===== src/rtl/coin_input_filter.sv =====
// Coin-sensor front end: two-flop synchronisers, press/release debounce FSMs and
// a one-hot pulse arbiter feeding a saturating running total in half-yuan units.
module coin_input_filter #(
  parameter logic [19:0] CNT_MAX = 20'd999_999,
  parameter int          TOTAL_W = 8
) (
  input  logic               sys_clk,
  input  logic               sys_rst,
  input  logic               key_one,
  input  logic               key_half,
  output logic               po_money_one,
  output logic               po_money_half,
  output logic [TOTAL_W-1:0] po_total
);

  localparam logic [1:0] IDLE      = 2'd0;
  localparam logic [1:0] PRESS_FLT = 2'd1;
  localparam logic [1:0] PRESSED   = 2'd2;
  localparam logic [1:0] REL_FLT   = 2'd3;
  localparam int         CW        = $bits(CNT_MAX);

  // Channel index 0 is the one-yuan sensor, index 1 the half-yuan sensor.
  logic [1:0]    raw;
  logic [1:0]    sync1;
  logic [1:0]    level;
  logic [1:0]    state     [2];
  logic [1:0]    state_nxt [2];
  logic [CW-1:0] cnt       [2];
  logic [CW-1:0] cnt_nxt   [2];
  logic [1:0]    req;

  logic               pending;
  logic               pending_nxt;
  logic               fire_one;
  logic               fire_half;
  logic [1:0]         inc;
  logic [TOTAL_W:0]   sum;
  logic [TOTAL_W-1:0] total_nxt;

  assign raw = {key_half, key_one};

  always_comb begin
    for (int c = 0; c < 2; c++) begin
      state_nxt[c] = state[c];
      cnt_nxt[c]   = cnt[c];
      req[c]       = 1'b0;
      case (state[c])
        IDLE: begin
          if (!level[c]) begin
            state_nxt[c] = PRESS_FLT;
            cnt_nxt[c]   = '0;
          end
        end
        PRESS_FLT: begin
          if (level[c]) begin
            state_nxt[c] = IDLE;
            cnt_nxt[c]   = '0;
          end else if (cnt[c] == CNT_MAX) begin
            state_nxt[c] = PRESSED;
            cnt_nxt[c]   = '0;
            req[c]       = 1'b1;
          end else begin
            cnt_nxt[c] = cnt[c] + {{(CW-1){1'b0}}, 1'b1};
          end
        end
        PRESSED: begin
          if (level[c]) begin
            state_nxt[c] = REL_FLT;
            cnt_nxt[c]   = '0;
          end
        end
        default: begin
          // Release bounce drops back to PRESSED without re-arming the channel.
          if (!level[c]) begin
            state_nxt[c] = PRESSED;
            cnt_nxt[c]   = '0;
          end else if (cnt[c] == CNT_MAX) begin
            state_nxt[c] = IDLE;
            cnt_nxt[c]   = '0;
          end else begin
            cnt_nxt[c] = cnt[c] + {{(CW-1){1'b0}}, 1'b1};
          end
        end
      endcase
    end
  end

  // One-yuan always wins the cycle; a half-yuan request that collides with it
  // waits in pending until the first cycle without a one-yuan request.
  assign fire_one    = req[0];
  assign fire_half   = !req[0] && (pending || req[1]);
  assign pending_nxt = req[0] && (pending || req[1]);

  assign inc       = {fire_one, fire_half};
  assign sum       = {1'b0, po_total} + {{(TOTAL_W-1){1'b0}}, inc};
  assign total_nxt = sum[TOTAL_W] ? {TOTAL_W{1'b1}} : sum[TOTAL_W-1:0];

  always_ff @(posedge sys_clk) begin
    if (sys_rst) begin
      sync1         <= 2'b11;
      level         <= 2'b11;
      for (int c = 0; c < 2; c++) begin
        state[c] <= IDLE;
        cnt[c]   <= '0;
      end
      pending       <= 1'b0;
      po_money_one  <= 1'b0;
      po_money_half <= 1'b0;
      po_total      <= '0;
    end else begin
      sync1         <= raw;
      level         <= sync1;
      for (int c = 0; c < 2; c++) begin
        state[c] <= state_nxt[c];
        cnt[c]   <= cnt_nxt[c];
      end
      pending       <= pending_nxt;
      po_money_one  <= fire_one;
      po_money_half <= fire_half;
      po_total      <= total_nxt;
    end
  end

endmodule

===== config.mk =====
export PLATFORM = sky130hd
export DESIGN_NAME = coin_input_filter
export DESIGN_NICKNAME = d
export VERILOG_FILES = /design/src/rtl/coin_input_filter.sv
export SDC_FILE = /design/constraint.sdc
export NUM_CORES = 1
export LEC_CHECK = 0
export BUFFER_PORTS_ARGS = -buffer_cell sky130_fd_sc_hd__buf_2
export CORE_MARGIN = 1
export CORE_UTILIZATION = 30
export DETAILED_ROUTE_END_ITERATION = 7
export PLACE_DENSITY = 0.49
export SETUP_SLACK_MARGIN = 0.05
export SLEW_MARGIN = 10
export SYNTH_ARGS = -nofsm -noshare
export SYNTH_HDL_FRONTEND = slang
export SYNTH_SLANG_ARGS = --single-unit

===== constraint.sdc =====
create_clock -name sys_clk -period 3.52 [get_ports sys_clk]
set_clock_uncertainty 0.15 [all_clocks]
set_input_delay 0.176 -clock sys_clk [delete_from_list [all_inputs] [get_ports sys_clk]]
set_output_delay 0.176 -clock sys_clk [all_outputs]
set_load 0.03 [all_outputs]

==> results.py <==
metrics = {
    "outcome": {
        "status": "finished clean",
    },
    "floorplan": {
        "initial_utilization_pct": 31.51,
        "fp.coreArea_mm2": 0.009415,
        "io_pins": 14,
        "dieWidth_um": 101.4,
        "dieHeight_um": 101.4,
        "rows": 35,
        "die_area_mm2": 0.01029,
    },
    "yosys": {
        "async_reset_ff_share_pct": 0,
        "syn_avg_cell_area_um2": 8.803,
        "synth_top_flop_cell": "dfxtp_1",
        "syn-num-nets": 354,
        "synth_edf_count": 0,
        "yosysWarnings": 0,
        "synth.distinct_cells": 55,
        "syn_inst": 337,
        "synth.yosys.seq_area_share_pct": 39.81,
        "synth.ff_latch_count": 59,
        "netlist_area_mm2": 0.002967,
    },
    "clock_tree": {
        "tritoncts": "yes",
        "cts_made_buffers": 9,
        "cts_buffer_depth": 2,
        "cts_root_buffer": "clkbuf_8",
        "clk_latency_ns": 0.34,
        "htree_levels": 3,
        "clk_pin_slew_ns": 0.07,
        "post-cts-setup-buffer-count": 0,
        "cts_sinks": 59,
    },
    "layout": {
        "fin_area_mm2": 0.003425,
        "fill_cells": 973,
        "final_common_cell": "dfxtp_1",
        "area.growth.synth_to_final_pct": 15.44,
        "nNetsFinal": 371,
        "antennaDiodeCount": 0,
        "mostFrequentLayoutCells": "58 x dfxtp_1, 40 x nor2_1, 30 x nand3_1",
        "fin_util_pct": 36.37,
        "layout.cells.non_filler": 488,
        "drive_above_1_share_pct": 15.32,
    },
    "grt": {
        "track_usage_pct": 13.11,
        "grt_pass1_wl_mm": 10.54,
        "grt_overflow": 0,
        "grt_pass1_vias": 2232,
        "grt_max_degree": 33,
        "antenna_found_initial": 0,
    },
    "sta": {
        "maxSlewHeadroom_pct": 35.31,
        "setup_viol": 0,
        "setup-tns-final_ns": 0,
        "hold_slack_ns": 0.1722,
        "slew_viol_final": 0,
        "setup_slack_ns": 0.3330,
        "hold_viol_final": 0,
        "max_freq_ghz": 0.3138,
        "tightest_slew_ns": 0.9683,
        "rsz0062_at_grt": "false",
        "timing.final.crit_share_pct": 90.54,
        "post-route-min-period_ns": 3.187,
    },
    "critical_path": {
        "slowest_stage": "or4_4",
        "path_buf_inv": 1,
        "cp-start-kind": "flip-flop",
        "path_class": "flip-flop to flip-flop",
        "slowest_delay_ns": 0.54,
        "worstPathCellList": "ha_2, nand4_1, or4_4, nor2_4, a31oi_1, nor2_1, ha_1, inv_1, fa_1, nand2b_1, nor2_2, nand3_2, a21oi_1",
        "rrSetupSlack_ns": 0.33,
        "crit_family": "simple AND/OR/NAND/NOR gates",
        "critPathMaxFanout": 6,
        "end_kind": "flip-flop",
        "crit_arrival_ns": 3.30,
        "crit_required_ns": 3.64,
    },
    "placed_design": {
        "port_buffers": 13,
        "numPlacedInstances": 470,
        "place_worst_setup_slack_ns": 0.1921,
        "dpl-instance-area_mm2": 0.003158,
        "place_congestion": 0.7365,
        "dp_hpwl_mm": 4.188,
    },
    "power": {
        "p_per_area_mw_per_mm2": 413.9,
        "power_mw": 1.417,
        "peakVddDrop_uv": 199.4,
        "p_leak_nw": 1.239,
    },
    "job": {
        "drv_cap": 0,
    },
    "detailed_routing": {
        "routed_wl_mm": 5.990,
        "drcViolationCount": 0,
        "dr.pass1.iters": 4,
        "ant_nets": 0,
        "viasPerCell": 4.840,
        "wl_per_cell_um": 12.27,
        "drt-initial-drc-count": 41,
        "vias": 2362,
    },
    "min_path": {
        "min_path_type": "input pin to flip-flop",
    },
}
## kinds of logic after synthesis
family          after synthesis  share of synthesized area (%)
compound gates               39                          8.731
xor+xnor                     29                          8.562
fa+ha+maj                    13                          5.736
buf+inv                      23                          3.205
flops                        59                          39.81
mux                           5                          1.898
simple gates                169                          32.05
## flip-flops by register name, indices dropped and copies added, names as in the netlist, named ones only
signal and flops:
cnt 40, po_total 8, level 2, state 2
sync1 2, pending 1, po_money_half 1, po_money_one 1
## per-layer routing
metal / track usage, % / vias up / wire length (um)
li1: - / 1232 / -
met5: 0 / - / 0
met4: 5.686 / 0 / 87
met1: 17.32 / 1088 / 3111
met2: 19.94 / 34 / 2621
met3: 3.727 / 8 / 170
## path summary, 6_finish.rpt
path / startpoint / cells after the start / endpoint
setup reg to reg: cnt[0][21] / 13 / po_total[0]
hold reg to reg: sync1[0] / 1 / level[0]
setup / recovery: cnt[0][21] / 13 / po_total[0]
hold / removal: sys_rst / 2 / po_total[7]
## worst reg2reg max path: cells and delay by family, from the launching register on
| family | cells | cell delay, ns |
|---|---|---|
| AO/OA/AOI/OAI | 2 | 0.30 |
| adder cells (fa/ha/maj) | 3 | 0.80 |
| buffers and inverters | 1 | 0.05 |
| flip-flops | 1 | 0.36 |
| AND/OR/NAND/NOR | 7 | 1.46 |
## synth_stat cells (4+ instances only)
cell type,n,area [um2]
dfxtp_1,59,1181
nor2_1,42,157.7
nand3_1,31,155.2
nand2_1,24,90.09
xor2_1,19,166.4
a21oi_1,14,70.07
ha_1,12,150.1
inv_1,12,45.04
nand4_1,10,62.56
xnor2_1,10,87.58
and3_1,7,43.79
nor3_1,7,35.03
clkbuf_1,6,22.52
nand4b_1,6,52.55
or2_2,6,37.54
or4_1,6,45.04
a31oi_1,4,25.02
nor4_1,4,25.02
## cell type report
type / count / area [um2] / area share, %
tap: 129 / 161.4 / 4.713
inverter: 12 / 45.04 / 1.315
multi-input combinational: 255 / 1708 / 49.87
clock buffer: 12 / 155.1 / 4.531
timing repair buffer: 17 / 100.1 / 2.923
sequential: 59 / 1182 / 34.53
clock inverter: 4 / 72.57 / 2.119
## where the power goes
part / switching (mW) / internal [mW] / leakage (nW)
Sequential: 0.00278 / 0.670 / 0.476
Combinational: 0.0275 / 0.0115 / 0.650
Clock: 0.269 / 0.436 / 0.113
## repair_timing
| action | in CTS | in global routing |
|---|---|---|
| setup endpoints to repair | 0 | 7 |
| resized for setup | 0 | 6 |
| endpoints found under the hold margin | 2 | 0 |
| hold buffers | 2 | 0 |
Power figures use the tool's default switching activity.
